File: src/rtl/vga_scan_gen_if.sv
// rtl/vga_scan_gen_if.sv - pixel fetch and video output bundle of the VGA scan generator
interface vga_scan_gen_if #(
   parameter int CW = 11
) ();
   logic          pix_req;
   logic [CW-1:0] pix_x;
   logic [CW-1:0] pix_y;
   logic [11:0]   pix_in;
   logic [11:0]   d_out;
   logic          hsync;
   logic          vsync;
   logic          de;
   logic          frame_start;

   modport master (
      output pix_req, pix_x, pix_y, d_out, hsync, vsync, de, frame_start,
      input  pix_in
   );

   modport slave (
      input  pix_req, pix_x, pix_y, d_out, hsync, vsync, de, frame_start,
      output pix_in
   );
endinterface

File: src/rtl/vga_scan_gen.sv
// rtl/vga_scan_gen.sv - VGA raster timing generator and pixel fetch stage
// Optional colour-bar test pattern behind macro VGA_TESTPAT_EN (adds test_sel input).
module vga_scan_gen #(
   parameter int   H_ACTIVE = 640,
   parameter int   H_FP     = 16,
   parameter int   H_SYNC   = 96,
   parameter int   H_BP     = 48,
   parameter int   V_ACTIVE = 480,
   parameter int   V_FP     = 10,
   parameter int   V_SYNC   = 2,
   parameter int   V_BP     = 33,
   parameter logic SYNC_POL = 1'b0,
   parameter int   CW       = 11
) (
   input  logic clk,
   input  logic rst_n,
   input  logic ce,
`ifdef VGA_TESTPAT_EN
   input  logic test_sel,
`endif
   vga_scan_gen_if.master vid
);
   localparam int H_TOTAL = H_ACTIVE + H_FP + H_SYNC + H_BP;
   localparam int V_TOTAL = V_ACTIVE + V_FP + V_SYNC + V_BP;

   localparam logic [CW-1:0] H_LAST   = CW'(H_TOTAL - 1);
   localparam logic [CW-1:0] V_LAST   = CW'(V_TOTAL - 1);
   localparam logic [CW-1:0] H_ACT    = CW'(H_ACTIVE);
   localparam logic [CW-1:0] V_ACT    = CW'(V_ACTIVE);
   localparam logic [CW-1:0] HS_BEG   = CW'(H_ACTIVE + H_FP);
   localparam logic [CW-1:0] HS_END   = CW'(H_ACTIVE + H_FP + H_SYNC);
   localparam logic [CW-1:0] VS_BEG   = CW'(V_ACTIVE + V_FP);
   localparam logic [CW-1:0] VS_END   = CW'(V_ACTIVE + V_FP + V_SYNC);
   localparam logic [CW-1:0] ZERO     = '0;

   // raster counters
   logic [CW-1:0] h_q, h_d;
   logic [CW-1:0] v_q, v_d;

   // stage 0: issued coordinate plus decoded region flags (sync flags are active-high here)
   logic [CW-1:0] x0_q, y0_q;
   logic          req0_q, hs0_q, vs0_q, org0_q;

   // stage 1: returned pixel is valid while these are held
   logic          de1_q, hs1_q, vs1_q, fs1_q;

   // stage 2: outputs
   logic [11:0]   dout_q, dout_d;
   logic          de_q, hsync_q, vsync_q;
   logic          fs_q, fs_d;
   logic [11:0]   pix_sel;

   always_comb begin
      h_d = h_q + 1'b1;
      v_d = v_q;
      if (h_q == H_LAST) begin
         h_d = ZERO;
         v_d = (v_q == V_LAST) ? ZERO : v_q + 1'b1;
      end
   end

`ifdef VGA_TESTPAT_EN
   logic [CW-1:0] x1_q;
   logic          ts1_q;
   logic [2:0]    bar_idx;
   logic [11:0]   bar_rgb;

   // bar = x*8/H_ACTIVE, found as the number of bar edges at or below x
   always_comb begin
      bar_idx = 3'd0;
      for (int k = 1; k < 8; k++) begin
         if (x1_q >= CW'((k * H_ACTIVE + 7) / 8))
            bar_idx = 3'(k);
      end
   end

   always_comb begin
      case (bar_idx)
         3'd0:    bar_rgb = 12'hFFF;
         3'd1:    bar_rgb = 12'hFF0;
         3'd2:    bar_rgb = 12'h0FF;
         3'd3:    bar_rgb = 12'h0F0;
         3'd4:    bar_rgb = 12'hF0F;
         3'd5:    bar_rgb = 12'hF00;
         3'd6:    bar_rgb = 12'h00F;
         default: bar_rgb = 12'h000;
      endcase
   end

   always_ff @(posedge clk or negedge rst_n) begin
      if (!rst_n) begin
         x1_q  <= '0;
         ts1_q <= 1'b0;
      end else if (ce) begin
         x1_q  <= x0_q;
         ts1_q <= test_sel;
      end
   end

   assign pix_sel = ts1_q ? bar_rgb : vid.pix_in;
`else
   assign pix_sel = vid.pix_in;
`endif

   always_comb begin
      dout_d = de1_q ? pix_sel : 12'h000;
      fs_d   = ce & fs1_q;
   end

   always_ff @(posedge clk or negedge rst_n) begin
      if (!rst_n) begin
         h_q     <= '0;
         v_q     <= '0;
         x0_q    <= '0;
         y0_q    <= '0;
         req0_q  <= 1'b0;
         hs0_q   <= 1'b0;
         vs0_q   <= 1'b0;
         org0_q  <= 1'b0;
         de1_q   <= 1'b0;
         hs1_q   <= 1'b0;
         vs1_q   <= 1'b0;
         fs1_q   <= 1'b0;
         dout_q  <= 12'h000;
         de_q    <= 1'b0;
         hsync_q <= ~SYNC_POL;
         vsync_q <= ~SYNC_POL;
         fs_q    <= 1'b0;
      end else begin
         // frame_start is a single-clk strobe, so it clears even when ce is low
         fs_q <= fs_d;
         if (ce) begin
            h_q     <= h_d;
            v_q     <= v_d;
            x0_q    <= h_q;
            y0_q    <= v_q;
            req0_q  <= (h_q < H_ACT) && (v_q < V_ACT);
            hs0_q   <= (h_q >= HS_BEG) && (h_q < HS_END);
            vs0_q   <= (v_q >= VS_BEG) && (v_q < VS_END);
            org0_q  <= (h_q == ZERO) && (v_q == ZERO);
            de1_q   <= req0_q;
            hs1_q   <= hs0_q;
            vs1_q   <= vs0_q;
            fs1_q   <= org0_q & req0_q;
            dout_q  <= dout_d;
            de_q    <= de1_q;
            hsync_q <= hs1_q ? SYNC_POL : ~SYNC_POL;
            vsync_q <= vs1_q ? SYNC_POL : ~SYNC_POL;
         end
      end
   end

   assign vid.pix_x       = x0_q;
   assign vid.pix_y       = y0_q;
   assign vid.pix_req     = req0_q;
   assign vid.d_out       = dout_q;
   assign vid.de          = de_q;
   assign vid.hsync       = hsync_q;
   assign vid.vsync       = vsync_q;
   assign vid.frame_start = fs_q;
endmodule
File: src/flat_wrapper.sv
// flat-port wrapper written by rule: the top's interface ports become plain ports
module vga_scan_gen_flat 
#(
   parameter int   H_ACTIVE = 640,
   parameter int   H_FP     = 16,
   parameter int   H_SYNC   = 96,
   parameter int   H_BP     = 48,
   parameter int   V_ACTIVE = 480,
   parameter int   V_FP     = 10,
   parameter int   V_SYNC   = 2,
   parameter int   V_BP     = 33,
   parameter logic SYNC_POL = 1'b0,
   parameter int   CW       = 11
)
  (clk, rst_n, ce, vid_pix_req, vid_pix_x, vid_pix_y, vid_d_out, vid_hsync, vid_vsync, vid_de, vid_frame_start, vid_pix_in);
  vga_scan_gen_if #(.CW(CW)) vid_i ();
  input  logic clk;
  input  logic rst_n;
  input  logic ce;
  output wire logic [$bits(vid_i.pix_req)-1:0] vid_pix_req;
  output wire logic [$bits(vid_i.pix_x)-1:0] vid_pix_x;
  output wire logic [$bits(vid_i.pix_y)-1:0] vid_pix_y;
  output wire logic [$bits(vid_i.d_out)-1:0] vid_d_out;
  output wire logic [$bits(vid_i.hsync)-1:0] vid_hsync;
  output wire logic [$bits(vid_i.vsync)-1:0] vid_vsync;
  output wire logic [$bits(vid_i.de)-1:0] vid_de;
  output wire logic [$bits(vid_i.frame_start)-1:0] vid_frame_start;
  input wire logic [$bits(vid_i.pix_in)-1:0] vid_pix_in;
  assign vid_pix_req = vid_i.pix_req;
  assign vid_pix_x = vid_i.pix_x;
  assign vid_pix_y = vid_i.pix_y;
  assign vid_d_out = vid_i.d_out;
  assign vid_hsync = vid_i.hsync;
  assign vid_vsync = vid_i.vsync;
  assign vid_de = vid_i.de;
  assign vid_frame_start = vid_i.frame_start;
  assign vid_i.pix_in = vid_pix_in;
  vga_scan_gen #(.H_ACTIVE(H_ACTIVE), .H_FP(H_FP), .H_SYNC(H_SYNC), .H_BP(H_BP), .V_ACTIVE(V_ACTIVE), .V_FP(V_FP), .V_SYNC(V_SYNC), .V_BP(V_BP), .SYNC_POL(SYNC_POL), .CW(CW)) u_core (.clk(clk), .rst_n(rst_n), .ce(ce), .vid(vid_i));
endmodule
File: config.mk
export PLATFORM = sky130hd
export DESIGN_NAME = vga_scan_gen_flat
export DESIGN_NICKNAME = d
export VERILOG_FILES = /design/src/rtl/vga_scan_gen_if.sv /design/src/rtl/vga_scan_gen.sv /design/src/flat_wrapper.sv
export SDC_FILE = /design/constraint.sdc
export NUM_CORES = 1
export LEC_CHECK = 0
export CAP_MARGIN = 40
export CORE_MARGIN = 2
export CORE_UTILIZATION = 50
export DETAILED_ROUTE_END_ITERATION = 8
export PLACE_DENSITY_LB_ADDON = 0.05
export SLEW_MARGIN = 5
export SYNTH_ARGS = -nofsm -noshare
export SYNTH_HDL_FRONTEND = slang
export SYNTH_SLANG_ARGS = --single-unit
File: constraint.sdc
create_clock -name clk -period 4.95 [get_ports clk]
set_input_delay 0.7425 -clock clk [delete_from_list [all_inputs] [get_ports clk]]
set_output_delay 0.7425 -clock clk [all_outputs]
set_load 0.02 [all_outputs]
; ---- Word-level counts from Yosys, hierarchy flattened
; Index checks and enable logic that the tools add are counted.
[totals]
regBits = 68
input_bits = 15
output_inout_bits = 39
wordCells = 41
[classes]
n_addsub = 2
n_lt_le_gt_ge = 6
eq_ne = 2
muxes = 5
bitwise_logic = 2
n_reduce_logical = 7
[ops]
columns = operator, count
row1 = "11-bit by 1-bit adder with 11-bit output, second input constant", 2
row2 = "11-bit by 10-bit equality test with 1-bit output, second input constant", 2
row3 = 11-bit zero test, 2
row4 = "11-bit by 10-bit < comparator with 1-bit output, second input constant", 2
row5 = "11-bit by 9-bit < comparator with 1-bit output, second input constant", 2
row6 = 11-bit two-way mux, 2
row7 = 12-bit two-way mux, 1
row8 = "11-bit by 10-bit >= comparator with 1-bit output, second input constant", 1
row9 = "11-bit by 9-bit >= comparator with 1-bit output, second input constant", 1
row10 = 1-bit logical AND, 4
row11 = 1-bit AND, 2
row12 = 1-bit two-way mux, 2
row13 = 2-bit AND reduction, 1

; ---- Longest topological paths before layout
[logic_depth]
ltp_word = 2
mapped_depth = 6

; ---- Least setup slack after synthesis
; OpenSTA, ideal clock, no wires.
[synth_timing]
kind = input -> register
startpoint = input ce
endpoint = register u_core.v_q[7]
setup_time_ps = 79
arrival_ps = 1963
slack_ps = 2907
stages = 6
path_cell_list = buf_2 nand4_1 or3_4 buf_6 nor3_4 xor2_1
[synth_between]
elab_chain_len = 1
[synth_rtl]
columns = element, line_no
row1 = "start, declared", flat_wrapper.sv:19  ; input logic ce;
row2 = 2-bit AND reduction (no source line), --
row3 = "end signal, assigned", vga_scan_gen.sv:134  ; v_q <= v_d;
row4 = "end, declared", vga_scan_gen.sv:38  ; logic [CW-1:0] v_q, v_d;
; No other way between the ends.
; A chain may end at the register's enable or synchronous reset.

; ---- Final worst setup path
[layout_timing]
startpoint = input ce
endpoint = register u_core.v_q[9]
; Same word-level chain as after synthesis.

==> key figures <==
Global route
  • Vias in the first global route: between 1500 and 2000
  • First-pass GRT wire length: between 9 and 10 mm
  • Largest net degree at the start of global routing: 68
  • Total track usage: a little under a fifth
  • Total grt overflow: 0
  • Initial antenna violation count: 0

Worst setup path
  • WS Path Type: in2reg
  • FF-to-FF End: u_core.v_q[9]$_DFFE_PN0P_
  • Max Fanout on Critical Path: 27
  • Critical path data arrival time: 2500 ps
  • Worst Setup SP: ce
  • Crit path launch type: input port
  • R2r worst-path depth: 5
  • Crit path capture: u_core.v_q[9]$_DFFE_PN0P_
  • Req. time, crit path: between 5000 and 6000 ps
  • CP Capture Type: flip-flop
  • Reg2reg start: u_core.h_q[0]$_DFFE_PN0P_
  • Worst reg2reg setup slack: about 3000 ps

Power
  • Switching fraction of total power: a little over a quarter
  • Seq pwr share: a little over half
  • Leakage: 1.650 nW
  • Clock power share: roughly a third
  • Internal power: a little under 0.0009 W
  • Peak VDD IR: approximately 0.00024 V
  • Part of the power in combinational logic: between 10% and 20%
  • Psw: ~0.00033 W
  • PD cells: about 320 mW/mm²

Synth
  • Syn_nets: ~280
  • Synthesis warning total: 0
  • Share of the synthesized area in the top cell type: about 55%
  • Post-synthesis sequential area ratio: roughly 57%
  • Synth async-reset ratio: 100.0%
  • Yosys reg bits: slightly below 70
  • Most used DFF post-synth: dfrtp_1
  • Post-synth EDFFs: 0
  • Synthesized area per cell: between 10 and 15 µm²
  • Synth area leader: dfrtp_1
  • Synth area leaders: dfrtp_1, mux2_2, o21ai_0
  • Synth unique cells: 43
  • Mapped Area: ~0.003 mm²
  • Syn Inst Count: between 200 and 300

Timing
  • Tightest Pin Transition: roughly 510 ps
  • RSZ-0062 raised after global routing: no
  • Final worst path period share: between 40% and 50%
  • Slew Viols, Final: 0
  • Fin. Hold Viols: 0
  • Setup violations, final: 0
  • Fmax: around 450 MHz
  • Fin Clk Skew: 10.28 ps
  • Min cycle time layout: approximately 2200 ps
  • Slew Limit Headroom: about two thirds
  • Setup_tns: 0 ps

Drt
  • M1 wire length: about 2.7 mm
  • DR vias/cell: approximately 5.2
  • Pre-antenna DRT Iters: 4
  • Vias after detailed routing: ~2000
  • Wire length on met2: 2.417 mm
  • DRC: 0
  • Final wirelength: between 5 and 6 mm
  • Wire per inst: ~14 µm
  • Top Layer Used: met4
  • Met3 Wirelength: approximately 290 µm
  • Iteration-0 DRC count of the detailed router: 132
  • Final antenna-violating net count: 0

Clock tree
  • Clk buf depth: 2
  • CTS tree: built
  • Clock sink count: 68
  • Clock transition at the registers of the reported paths: about 70 ps
  • # resized after CTS: 0
  • # hold bufs at CTS: 0
  • Root buffer cell: clkbuf_8
  • Worst-Skew Late Latency: about 340 ps
  • Clock buffer count from CTS: 9
  • Setup repair bufs after CTS: 0
  • CTS H-tree depth: 3

Place
  • Gp weighted congestion: roughly 0.82
  • Port Buf Inserts: 53
  • Dpl hpwl: ~3.6 mm
  • DP Cell Count: 377

Outcome
  • Status: complete, no violations

Cells and area
  • Fin cells: 393
  • Layout area overhead: 25.26%
  • Commonest cells after routing, fill and taps aside: dfrtp_1, clkdlybuf4s50_1, inv_1, mux2_2, o21ai_0
  • Fill count: 490
  • Fraction of layout cells with a size suffix above 1: between 10% and 20%
  • Leading cell type in the layout, fill and taps excluded: dfrtp_1
  • # diodes: 0
  • Nets: between 300 and 400

Min path
  • Min-delay worst type: in2async

Die
  • IO Count: between 50 and 60
  • Core area: roughly 0.006 mm²
  • DIE AREA: ~0.0066 mm²
  • Initial core utilization: around half
  • Die W: between 80 and 90 µm
  • Die Y: 81.22 µm
  • Row count: 28

Flow run
  • Max cap viols: 0
==> critical path: stages <==
cell	delay [ps]
buf_2	410
nand4_1	340
or3_4	560
o31a_1	320
a31oi_1	130
==> flip-flops by register name, summed over array words and instances, names as in the netlist <==
name	flops
u_core.vs1_q	1
u_core.v_q	11
u_core.hs0_q	1
u_core.hs1_q	1
u_core.vid.d_out	12
u_core.vid.vsync	1
u_core.de1_q	1
u_core.vid.pix_y	11
u_core.org0_q	1
u_core.vid.pix_req	1
u_core.vs0_q	1
u_core.vid.hsync	1
u_core.h_q	11
u_core.vid.de	1
u_core.vid.pix_x	11
u_core.vid.frame_start	1
u_core.fs1_q	1
==> kinds of logic (layout without fill, tap and decap cells) <==
family | after synthesis | after routing | synth area share (%)
AOI/OAI and AO/OA | 38 | 38 | 7.806
xor gates and xnor gates | 11 | 11 | 3.231
adders and majority gates | 5 | 5 | 2.098
buffers and inverters | 41 | 98 | 5.539
DFF | 68 | 68 | 57.15
muxes | 28 | 28 | 10.49
and+or+nand+nor | 70 | 70 | 13.68
==> stage by stage <==
stage | total power (W) | instance area, µm² | worst slack (ps) | hold WS (ps) | utilization, %
after floorplan | 0.0007547 | 2982 | 2907 | 387.5 | -
after global placement | 0.0008364 | 3543 | 2399 | 397.7 | 60.56
after detailed placement | 0.0008393 | 3571 | 2362 | 416.1 | 61.04
after CTS | 0.001226 | 3735 | 2676 | 270.1 | 63.84
after global routing | 0.001271 | 3735 | 2505 | 280.1 | 63.84
final | 0.001211 | 3735 | 2709 | 283.5 | 63.84
==> cell type report <==
cell class	count	area, µm²	share of cell area (%)
clock buffers	13	148.9	3.987
flip-flops and latches	68	1704	45.63
clock inverters	3	15.01	0.4020
well taps	75	93.84	2.513
repair buffers	56	563.0	15.08
multi-input cells	152	1112	29.78
inverters	26	97.59	2.613
==> worst min-delay path by stage <==
stage,slack (ps),from,cells past startpoint,end
finish,280,rst_n,2,u_core.vid.d_out[11]$_DFFE_PN0P_
detailed placement,420,u_core.hs1_q$_DFFE_PN0P_,1,u_core.vid.hsync$_DFFE_PN1P_
CTS,270,rst_n,2,u_core.vid.d_out[11]$_DFFE_PN0P_
global placement,400,u_core.hs1_q$_DFFE_PN0P_,1,u_core.vid.hsync$_DFFE_PN1P_
global route,280,rst_n,2,u_core.vid.d_out[11]$_DFFE_PN0P_
floorplan,390,u_core.hs1_q$_DFFE_PN0P_,1,u_core.vid.hsync$_DFFE_PN1P_
==> power by group through the flow <==
stage	Sequential, W	Clock (W)	Combinational, W
after global placement	0.000655	0	0.000181
after global routing	0.000651	0.000418	0.000203
after detailed placement	0.000654	0	0.000185
after CTS	0.000644	0.000396	0.000186
final	0.000646	0.000384	0.000182
after floorplan	0.000659	0	0.0000958
==> metal layers <==
layer / GRT usage [%] / vias up
met1: 25.93 / 967
met5: 0 / -
met3: 3.778 / 10
met2: 28.18 / 66
met4: 10.17 / 0
li1: - / 1015
==> cells in the mapped netlist, drive strengths merged, types with 2 or more instances <==
library cell	count
and4b	2
mux2i	2
nor4b	2
dfstp	2
xor2	6
nor4	3
and2	2
inv	26
o311ai	2
buf	4
nand4	7
o21ai	22
dfrtp	66
nor3	5
nor3b	2
mux2	26
o31ai	4
xnor2	5
ha	5
or3	3
nand3	21
nor2	9
o22ai	3
clkbuf	11
nand2	9
Power figures use the tool's default switching activity.
==> edit: new RTL, same settings <==
`CW` is set to 11 in 3 places; all go to 13.
--- a/src/rtl/vga_scan_gen_if.sv
+++ b/src/rtl/vga_scan_gen_if.sv
@@ -1,6 +1,6 @@
 // rtl/vga_scan_gen_if.sv - pixel fetch and video output bundle of the VGA scan generator
 interface vga_scan_gen_if #(
-   parameter int CW = 11
+   parameter int CW = 13
 ) ();
    logic          pix_req;
    logic [CW-1:0] pix_x;
--- a/src/rtl/vga_scan_gen.sv
+++ b/src/rtl/vga_scan_gen.sv
@@ -10,7 +10,7 @@
    parameter int   V_SYNC   = 2,
    parameter int   V_BP     = 33,
    parameter logic SYNC_POL = 1'b0,
-   parameter int   CW       = 11
+   parameter int   CW       = 13
 ) (
    input  logic clk,
    input  logic rst_n,
--- a/src/flat_wrapper.sv
+++ b/src/flat_wrapper.sv
@@ -10,7 +10,7 @@
    parameter int   V_SYNC   = 2,
    parameter int   V_BP     = 33,
    parameter logic SYNC_POL = 1'b0,
-   parameter int   CW       = 11
+   parameter int   CW       = 13
 )
   (clk, rst_n, ce, vid_pix_req, vid_pix_x, vid_pix_y, vid_d_out, vid_hsync, vid_vsync, vid_de, vid_frame_start, vid_pix_in);
   vga_scan_gen_if #(.CW(CW)) vid_i ();
Interface: changed (resized vid_pix_x and vid_pix_y); port bits go from 54 to 58. No check against the original RTL was run, so the function may have changed too.
==> edit against the unedited design <==
First-iteration DRC count down 17%; critical endpoint is now u_core.v_q[8]$_DFFE_PN0P_; total power up 16%; critical path type is now flop to flop; global-route usage up 0.98 points; sequential cell count up 8; area after synthesis up 15%; worst setup slack worse by 0.027 ns; final area up 14%; worst hold slack worse by 0.026 ns; sequential power up 9.8%; routed wire length up 22%; core utilization down 0.32 points.
==> edit: results (changes against the unedited design) <==
status complete, no violations; GR Layer Usage met2 27.5% (-0.70 points); DP HPWL 4.41 mm (+21%); Met2 Wirelength 2.93 mm (+21%); post-synthesis sequential area ratio 55.5% (-1.6 points); vias 2475 (+20%); Netlist cell types 42 (-2.3%); vias in the first global route 2303 (+18%); proportion of layout cells with a drive suffix above 1 16.6% (+0.58 points); Tcrit/Tclk final 45.8% (+0.55 points); relative max-transition margin 47.2% (-19 points); Placer Congestion 0.809 (-1.5%); met3 Track Usage GR 4.19% (+0.41 points); pin count of the biggest net entering global routing 76 (+12%); Mean Syn Cell Area 11.1 um^2 (-2.9%); Post-Syn Nets 329 (+17%); FF-to-FF setup slack 2.68 ns (-0.31 ns); drt via density 5.54 (+5.7%); I/O Buffers 57 (+7.5%); Peak VDD IR 0.000179 V (-24%); initial DRC count 109 (-17%); Metal-1 WL 3.41 mm (+25%); CP startpoint u_core.h_q[0]$_DFFE_PN0P_; Place WS 2.55 ns (+0.189 ns); Worst-Skew Late Latency 0.35 ns; Commonest cells post-synth 74 x dfrtp_1, 32 x mux2_2, 29 x inv_1, 23 x nand3_1, 19 x o21ai_0; final wirelength 6.76 mm (+22%); worst-path maximum fanout 19 (-30%); clk_skew 0.00827 ns (-0.00201 ns); met1 Use GR 29.8% (+3.8 points); global-route wire length before repair 11.6 mm (+25%); Worst setup endpoint u_core.v_q[8]$_DFFE_PN0P_
[edit: power by group through the flow]
stage | logic, mW | registers [mW] | clock network, mW
finish | 0.183 | 0.709 | 0.507
global route | 0.203 | 0.716 | 0.556
CTS | 0.186 | 0.708 | 0.527
detailed placement | 0.185 | 0.720 | 0
global placement | 0.180 | 0.720 | 0
floorplan | 0.0842 | 0.726 | 0
[edit: logic make-up after synthesis]
kind of cell    count (synthesis)  synth area share [%]
compound gates                 44                  7.30
xor+xnor                       11                  2.81
fa+ha+maj                       5                  1.82
buf+inv                        46                  5.33
flops                          76                  55.5
mux                            35                  11.4
simple gates                   92                  15.8
[edit: worst min path at each step]
stage,from,cells after the start,end,slack [ns]
global route,rst_n,1,u_core.vid.pix_y[11]$_DFFE_PN0P_,0.25
floorplan,u_core.hs1_q$_DFFE_PN0P_,1,u_core.vid.hsync$_DFFE_PN1P_,0.39
detailed placement,u_core.vs1_q$_DFFE_PN0P_,1,u_core.vid.vsync$_DFFE_PN1P_,0.41
CTS,rst_n,1,u_core.vid.d_out[3]$_DFFE_PN0P_,0.24
global placement,u_core.hs1_q$_DFFE_PN0P_,1,u_core.vid.hsync$_DFFE_PN1P_,0.40
finish,rst_n,1,u_core.vid.d_out[3]$_DFFE_PN0P_,0.26
[edit: layout make-up]
type / instances / area (um^2)
fillers: 551 / 2450
flip-flops and latches: 76 / 1900
multi-input cells: 187 / 1340
repair buffers: 59 / 598
clock buffers: 9 / 124
inverters: 29 / 109
well taps: 80 / 100
clock inverters: 7 / 91.3
[edit: critical path: stages, from the launching register on]
cell and delay (ns):
dfrtp_1 0.44, ha_1 0.28, and4_1 0.32, nand4_2 0.39, nor3_1 0.35, mux2_2 0.37
